### config.mk
export PLATFORM = sky130hd
export DESIGN_NAME = serial_adder
export DESIGN_NICKNAME = d
export VERILOG_FILES = /design/src/rtl/serial_adder_pkg.sv /design/src/rtl/serial_adder_fa.sv /design/src/rtl/serial_adder.sv
export SDC_FILE = /design/constraint.sdc
export NUM_CORES = 1
export LEC_CHECK = 0
export ABC_AREA = 1
export CORE_UTILIZATION = 52
export DETAILED_ROUTE_END_ITERATION = 10
export PLACE_DENSITY = 0.81
export SLEW_MARGIN = 0
export SYNTH_ARGS = -nofsm -noshare
export SYNTH_HDL_FRONTEND = slang
export SYNTH_SLANG_ARGS = --single-unit
export TNS_END_PERCENT = 10
### constraint.sdc
create_clock -name clk -period 2.8 [get_ports clk]
set_input_delay 0.7 -clock clk [delete_from_list [all_inputs] [get_ports clk]]
set_output_delay 0.7 -clock clk [all_outputs]
set_load 0.01 [all_outputs]
### src/rtl/serial_adder_pkg.sv
// Shared types and defaults for the bit-serial adder.
package serial_adder_pkg;

  // Control states; 2-bit encoding leaves one spare code that recovers to IDLE.
  typedef enum logic [1:0] {
    IDLE = 2'd0,
    RUN  = 2'd1,
    DONE = 2'd2
  } state_e;

  localparam int DEFAULT_WIDTH = 4;
  localparam int MIN_WIDTH     = 2;
  localparam int MAX_WIDTH     = 32;

endpackage

### src/rtl/serial_adder_fa.sv
// One-bit combinational full adder: the only arithmetic cell in the datapath.
module fa (
  output logic sum,
  output logic cout,
  input  logic a,
  input  logic b,
  input  logic cin
);

  logic p;

  // Propagate term is shared by the sum and the carry.
  always_comb begin
    p    = a ^ b;
    sum  = p ^ cin;
    cout = (a & b) | (cin & p);
  end

endmodule

### src/rtl/serial_adder.sv
// Bit-serial ripple-carry adder: A + B + c, one bit per clock, LSB first.
// Operands enter on a valid/ready handshake accepted only in IDLE; the
// result is held in DONE until the consumer takes it.
module serial_adder
  import serial_adder_pkg::*;
#(
  parameter int WIDTH = DEFAULT_WIDTH
) (
  input  logic             clk,
  input  logic             rst,
  input  logic             in_valid,
  output logic             in_ready,
  input  logic [WIDTH-1:0] a,
  input  logic [WIDTH-1:0] b,
  input  logic             c,
  output logic             out_valid,
  input  logic             out_ready,
  output logic [WIDTH-1:0] sum,
  output logic             cout,
  output logic             ovf,
  output logic             busy
);

  localparam int CW = (WIDTH > 1) ? $clog2(WIDTH) : 1;
  localparam logic [CW-1:0] LAST = CW'(WIDTH - 1);

  state_e           state;
  logic [WIDTH-1:0] a_sh;
  logic [WIDTH-1:0] b_sh;
  logic [WIDTH-1:0] sum_sh;
  logic [CW-1:0]    cnt;
  logic             carry;
  logic             msb_cin;
  logic             fa_s;
  logic             fa_c;
  logic             accept;
  logic             last_bit;

  // Single full-adder cell working on the current LSBs and the carry flop.
  fa u_fa (
    .sum  (fa_s),
    .cout (fa_c),
    .a    (a_sh[0]),
    .b    (b_sh[0]),
    .cin  (carry)
  );

  assign in_ready = (state == IDLE);
  assign accept   = in_valid && in_ready;
  assign last_bit = (state == RUN) && (cnt == LAST);
  // Signed overflow: carry into the MSB differs from carry out of it.
  assign ovf      = msb_cin ^ cout;

  // Control: IDLE -> RUN on accept, RUN -> DONE after WIDTH bits, DONE -> IDLE on handoff.
  always_ff @(posedge clk) begin
    if (rst) begin
      state     <= IDLE;
      busy      <= 1'b0;
      out_valid <= 1'b0;
    end else begin
      case (state)
        IDLE: if (accept) begin
          state <= RUN;
          busy  <= 1'b1;
        end
        RUN: if (last_bit) begin
          state     <= DONE;
          busy      <= 1'b0;
          out_valid <= 1'b1;
        end
        DONE: if (out_ready) begin
          state     <= IDLE;
          out_valid <= 1'b0;
        end
        default: begin
          state     <= IDLE;
          busy      <= 1'b0;
          out_valid <= 1'b0;
        end
      endcase
    end
  end

  // Datapath: load operands on accept, then shift one bit per RUN cycle.
  always_ff @(posedge clk) begin
    if (rst) begin
      a_sh   <= '0;
      b_sh   <= '0;
      sum_sh <= '0;
      cnt    <= '0;
      carry  <= 1'b0;
    end else if (accept) begin
      a_sh   <= a;
      b_sh   <= b;
      sum_sh <= '0;
      cnt    <= '0;
      carry  <= c;
    end else if (state == RUN) begin
      a_sh   <= a_sh >> 1;
      b_sh   <= b_sh >> 1;
      sum_sh <= {fa_s, sum_sh[WIDTH-1:1]};
      carry  <= fa_c;
      // Hold on the final bit so the counter never wraps inside an operation.
      if (!last_bit) cnt <= cnt + CW'(1);
    end
  end

  // Result registers: updated only on the final bit, held everywhere else.
  always_ff @(posedge clk) begin
    if (rst) begin
      sum     <= '0;
      cout    <= 1'b0;
      msb_cin <= 1'b0;
    end else if (last_bit) begin
      sum     <= {fa_s, sum_sh[WIDTH-1:1]};
      cout    <= fa_c;
      msb_cin <= carry;
    end
  end

endmodule
Word level (Yosys, flattened, before mapping)
Cells that the tools add are included. W data, S select, Z words.

Reduce and logical (&&, ||, !) cells: 9. Equality and inequality tests: 6. Bitwise gates (word level): 9. Multipliers: 0. Muxes and demuxes: 16. Order comparisons: 0. Add/subtract/negate cells: 1. Divide/modulo/power cells: 0. Shifts and indexed selects: 0.

Operators by type and width (number): $mux W4 (4); $reduce_and A3 Y1 (3); $mux W1 (6); $mux W2 (3); $pmux W1 S3 (2); $pmux W2 S3 (1); $eq A2 B2 Y1 const B (2); $ne A2 B2 Y1 const B (2); $not A1 Y1 (3); $xor A1 B1 Y1 (3); $add A2 B1 Y2 const B (1); $and A1 B1 Y1 (2); $eq A2 B1 Y1 const B (1); $logic_and A1 B1 Y1 (2); $logic_not A2 Y1 (1); $ne A2 B1 Y1 const B (1); $reduce_and A2 Y1 (1); $reduce_bool A2 Y1 (1); $reduce_or A2 Y1 (1); $or A1 B1 Y1 (1).

Output and inout port bits: 9. Bits of input ports: 13. Bits in registers: 25. Memory bits (read-only): 0. Latch bits: 0. Logic and storage cells: 52. Memories: 0. RAM bits: 0.

Longest topological paths before layout
Word-level depth: 5. Gate-level depth with buffers: 7. Depth with buffers taken out: 6.

Cells and area by module
From an unflattened synthesis, not the netlist that was laid out.

Cells, all modules: 142. Area, all modules: 1026.0 um2.

Modules (own cells, without submodules): serial_adder (area each 1006.0 um2, sequential area each 480.5 um2, times used 1, cells each 141); fa (area each 20.0 um2, sequential area each 0.0 um2, times used 1, cells each 1).

Worst setup path after synthesis
Ideal clock, no wire load.

Kind: in2reg. Start point: in in_valid. End point: reg a_sh[0]. Stages on the path: 6. Buffers on the path: 1. Data arrival time: 1280 ps. Data required time: 2672 ps. Setup time: 128 ps. Slack: 1393 ps. Path through: buf_2 nand2_1 nand2_2 nor2_1 nor2_1 nor2_1.

Cells in the longest elaborated chain, start to end: 2. Elaborated cells on any way between the ends: 3. Those cells by class: mux: 1; reduce/logical: 2.

RTL lines: start, declared (line serial_adder.sv:11) `input logic in_valid,`; $logic_and A1 B1 Y1 (*) (line serial_adder.sv:49) `assign accept = in_valid && in_ready;`; $mux W4 / $reduce_bool A2 Y1 (equally long branches); end signal, assigned (line serial_adder.sv:99) `a_sh <= a_sh >> 1;`; end, declared (line serial_adder.sv:28) `logic [WIDTH-1:0] a_sh;`.

Every way passes the cells marked *; elsewhere a longest branch is shown, timed or not. A chain may end at the register's enable or synchronous reset.

Final worst setup path
Start point: reg state[1]. End point: out in_ready.

Cells in the longest elaborated chain, start to end: 1.

RTL lines: start, declared (line serial_adder.sv:27) `state_e state;`; start signal, assigned (line serial_adder.sv:57) `state <= IDLE;`; start signal, assigned (line serial_adder.sv:63) `state <= RUN;`; start signal, assigned (line serial_adder.sv:67) `state <= DONE;`; $logic_not A2 Y1 (line serial_adder.sv:48) `assign in_ready = (state == IDLE);`; end, declared (line serial_adder.sv:12) `output logic in_ready,`.

Every way passes these cells.

==> summary.txt <==
Clock network
  • Cts bufs inserted: 3
  • CTS sink count: 24
  • CTS Buffer Depth: 2
  • TritonCTS clock tree: done
  • Post-CTS Setup Inserts: 0
  • Worst-Skew Late Latency: roughly 310 ps
  • Hold buffer count at CTS: 0
  • Htree depth: 1
  • Clk root buf: clkbuf_4
  • Worst-path clk slew: between 100 and 150 ps
  • Post-cts resize count: 0

Floorplanning
  • Rows: 15
  • Io pins: 22
  • Die X: approximately 47 µm
  • Chip height: roughly 47 µm
  • Initial core utilization: 57.8%
  • Total core area: between 0.0015 and 0.002 mm²
  • Die area: around 0.0022 mm²

Drt
  • WL final: 2.17 mm
  • Wire per inst: around 12 µm
  • DR DRC count: 0
  • Via count: between 900 and 1,000
  • Via density: approximately 5.1
  • Post-DRT Antenna Nets: 0
  • First drt pass iteration count: 4
  • First-iteration detailed-routing DRC count: 17

Setup path
  • R2R Path End: msb_cin$_SDFFE_PP0P_
  • Worst Path Required: 2100 ps
  • Critical Path Sink: in_ready
  • Kind of critical path: register to primary output
  • Max FO, Critical Path: 9
  • Reg2reg path depth: 5
  • Startpoint Class: register
  • Worst r2r src: state[0]$_SDFFE_PP0P_
  • CP Data Arrival Time: between 1500 and 2000 ps
  • Critical Path End Type: primary output
  • Critical Path Start: state[1]$_SDFFE_PP0P_
  • Reg2reg setup slack: about 1400 ps

STA
  • Final min period: roughly 2400 ps
  • Post-Route Skew: ~3.4 ps
  • RSZ-0062 raised after global routing: no
  • Worst-Margin Slew: just under 400 ps
  • Final Max Tran Viols: 0
  • Final hold vios: 0
  • Setup TNS: 0 ps
  • Slew HR: between 70% and 80%
  • Final setup viols: 0
  • Final worst-path cycle share: a little under nine tenths
  • Fmax: around 420 MHz

Place
  • Routability congestion estimate: 0.822
  • Port Buffers: 21
  • DP Wirelength: roughly 1.6 mm
  • Dpl cells: ~180

Synth
  • Mean Syn Cell Area: around 7.4 µm²
  • Synth Instances: 139
  • Yosys reg bits: 24
  • Mapped Nets: ~150
  • YS warnings: 0
  • Area share of the largest cell type after synthesis: roughly 47%
  • Top_reg_cell synth: dfxtp_1
  • Number of synthesized flops with an enable pin: 0
  • Post-synth ARST share: 0%
  • Seq/Total Area, Yosys: between 40% and 50%
  • Top post-synthesis cells by area: dfxtp_1 (47%), nand2_1 (15%), a21oi_1 (6.8%)
  • Synth cell types: 21
  • Post-synth top area cell: dfxtp_1
  • Synth Cell Area: slightly above 0.001 mm²

Global routing
  • Vias in the first global route: just over 800
  • Total gr overflow: 0
  • Tot GR Track Use: between 20% and 30%
  • First-pass GRT wire length: around 3.6 mm
  • Largest net degree at the start of global routing: 15
  • Initial antenna violation count: 0

Cells and area
  • Share of layout cells above drive strength 1: a little under 7%
  • Most common cell after layout, fill and taps aside: nand2_1
  • Final nets: 178
  • Area grow syn2layout: 26.1%
  • Most frequent cells in the layout: nand2_1 (40), dfxtp_1 (24), clkdlybuf4s50_1 (21)
  • Non-Filler Instances: ~190
  • Ant diodes: 0
  • Post-Route Utilization: between 70% and 80%

Job
  • Max Cap Viol: 0

Hold path
  • Hold Path Class: register to register

Pwr
  • Worst VDD drop: between 0.3 and 0.4 mV
  • Leak: ~0.53 nW
  • Pwr dens: ~480 mW/mm²

Outcome
  • Status: finished clean
[final cells by class]
cell class,count,area [µm²]
Fill cell,143,484
Sequential cell,24,480
Inverter,9,33.8
Tap cell,25,31.3
Multi-Input combinational cell,103,499
Timing Repair Buffer,22,218
Clock buffer,4,36.3
[logic make-up (layout without fill, tap and decap cells)]
kind of cell / count (synthesis) / in the layout / synth area share, %
adder cells (fa/ha/maj): 2 / 2 / 3.16
flip-flops: 24 / 24 / 46.7
AND/OR/NAND/NOR: 81 / 81 / 35.0
buffers and inverters: 12 / 35 / 4.86
AO/OA/AOI/OAI: 19 / 19 / 9.48
XOR/XNOR: 1 / 1 / 0.851
[registers in the layout, indices dropped and copies added, names as in the netlist]
| name | flops |
|---|---|
| a_sh | 4 |
| b_sh | 4 |
| sum | 4 |
| sum_sh | 3 |
| cnt | 2 |
| state | 2 |
| busy | 1 |
| carry | 1 |
| cout | 1 |
| msb_cin | 1 |
| out_valid | 1 |
[critical path: stages (launching register included)]
cell	delay, ps
dfxtp_1	420
nor2_2	370
clkdlybuf4s50_1	610
[synthesized netlist by cell type (2+ instances only)]
cell,number
dfxtp_1,24
inv_1,8
nor2_2,2
nand2_1,40
nor2_1,17
o21ai_0,4
nand3b_1,2
a21oi_1,14
nand3_1,13
nand4_1,3
nand2_2,2
[through the flow]
step           hold slack, ps  setup slack (ps)  power (mW)  area [µm²]
5_1_grt                   491               299       0.661        1300
4_1_cts                   473               414       0.630        1300
6_report                  470               399       0.630        1300
3_3_place_gp              452               780       0.454        1260
3_5_place_dp              455               742       0.456        1260
2_1_floorplan             444              1390       0.421        1030
[worst min path at each step]
| stage | start | to | slack [ps] | depth (start not counted) |
|---|---|---|---|---|
| 2_1_floorplan | cnt[1]$_SDFFE_PP0P_ | cnt[1]$_SDFFE_PP0P_ | 440 | 2 |
| 3_3_place_gp | sum[2]$_SDFFE_PP0P_ | sum[2]$_SDFFE_PP0P_ | 450 | 2 |
| 3_5_place_dp | busy$_SDFFE_PP0P_ | busy$_SDFFE_PP0P_ | 450 | 2 |
| 4_1_cts | busy$_SDFFE_PP0P_ | busy$_SDFFE_PP0P_ | 470 | 2 |
| 5_1_grt | sum[1]$_SDFFE_PP0P_ | sum[1]$_SDFFE_PP0P_ | 490 | 2 |
| 6_report | busy$_SDFFE_PP0P_ | busy$_SDFFE_PP0P_ | 470 | 2 |
[routing by layer]
layer  share of wire (%)  up-vias  track usage, %
met5                   0        -               0
met4                 1.2        0            8.24
met3                 2.9        4            2.75
met2                  49       13            36.9
met1                  47      432            31.0
li1                    -      499               -
[report_power, final]
part           switching (mW)  internal, mW  total, mW
logic                  0.0478        0.0384     0.0862
clock network           0.102        0.0793      0.181
registers             0.00885         0.354      0.363
total                   0.158         0.472      0.630
Note: power is estimated with default switching activity, not from simulation.
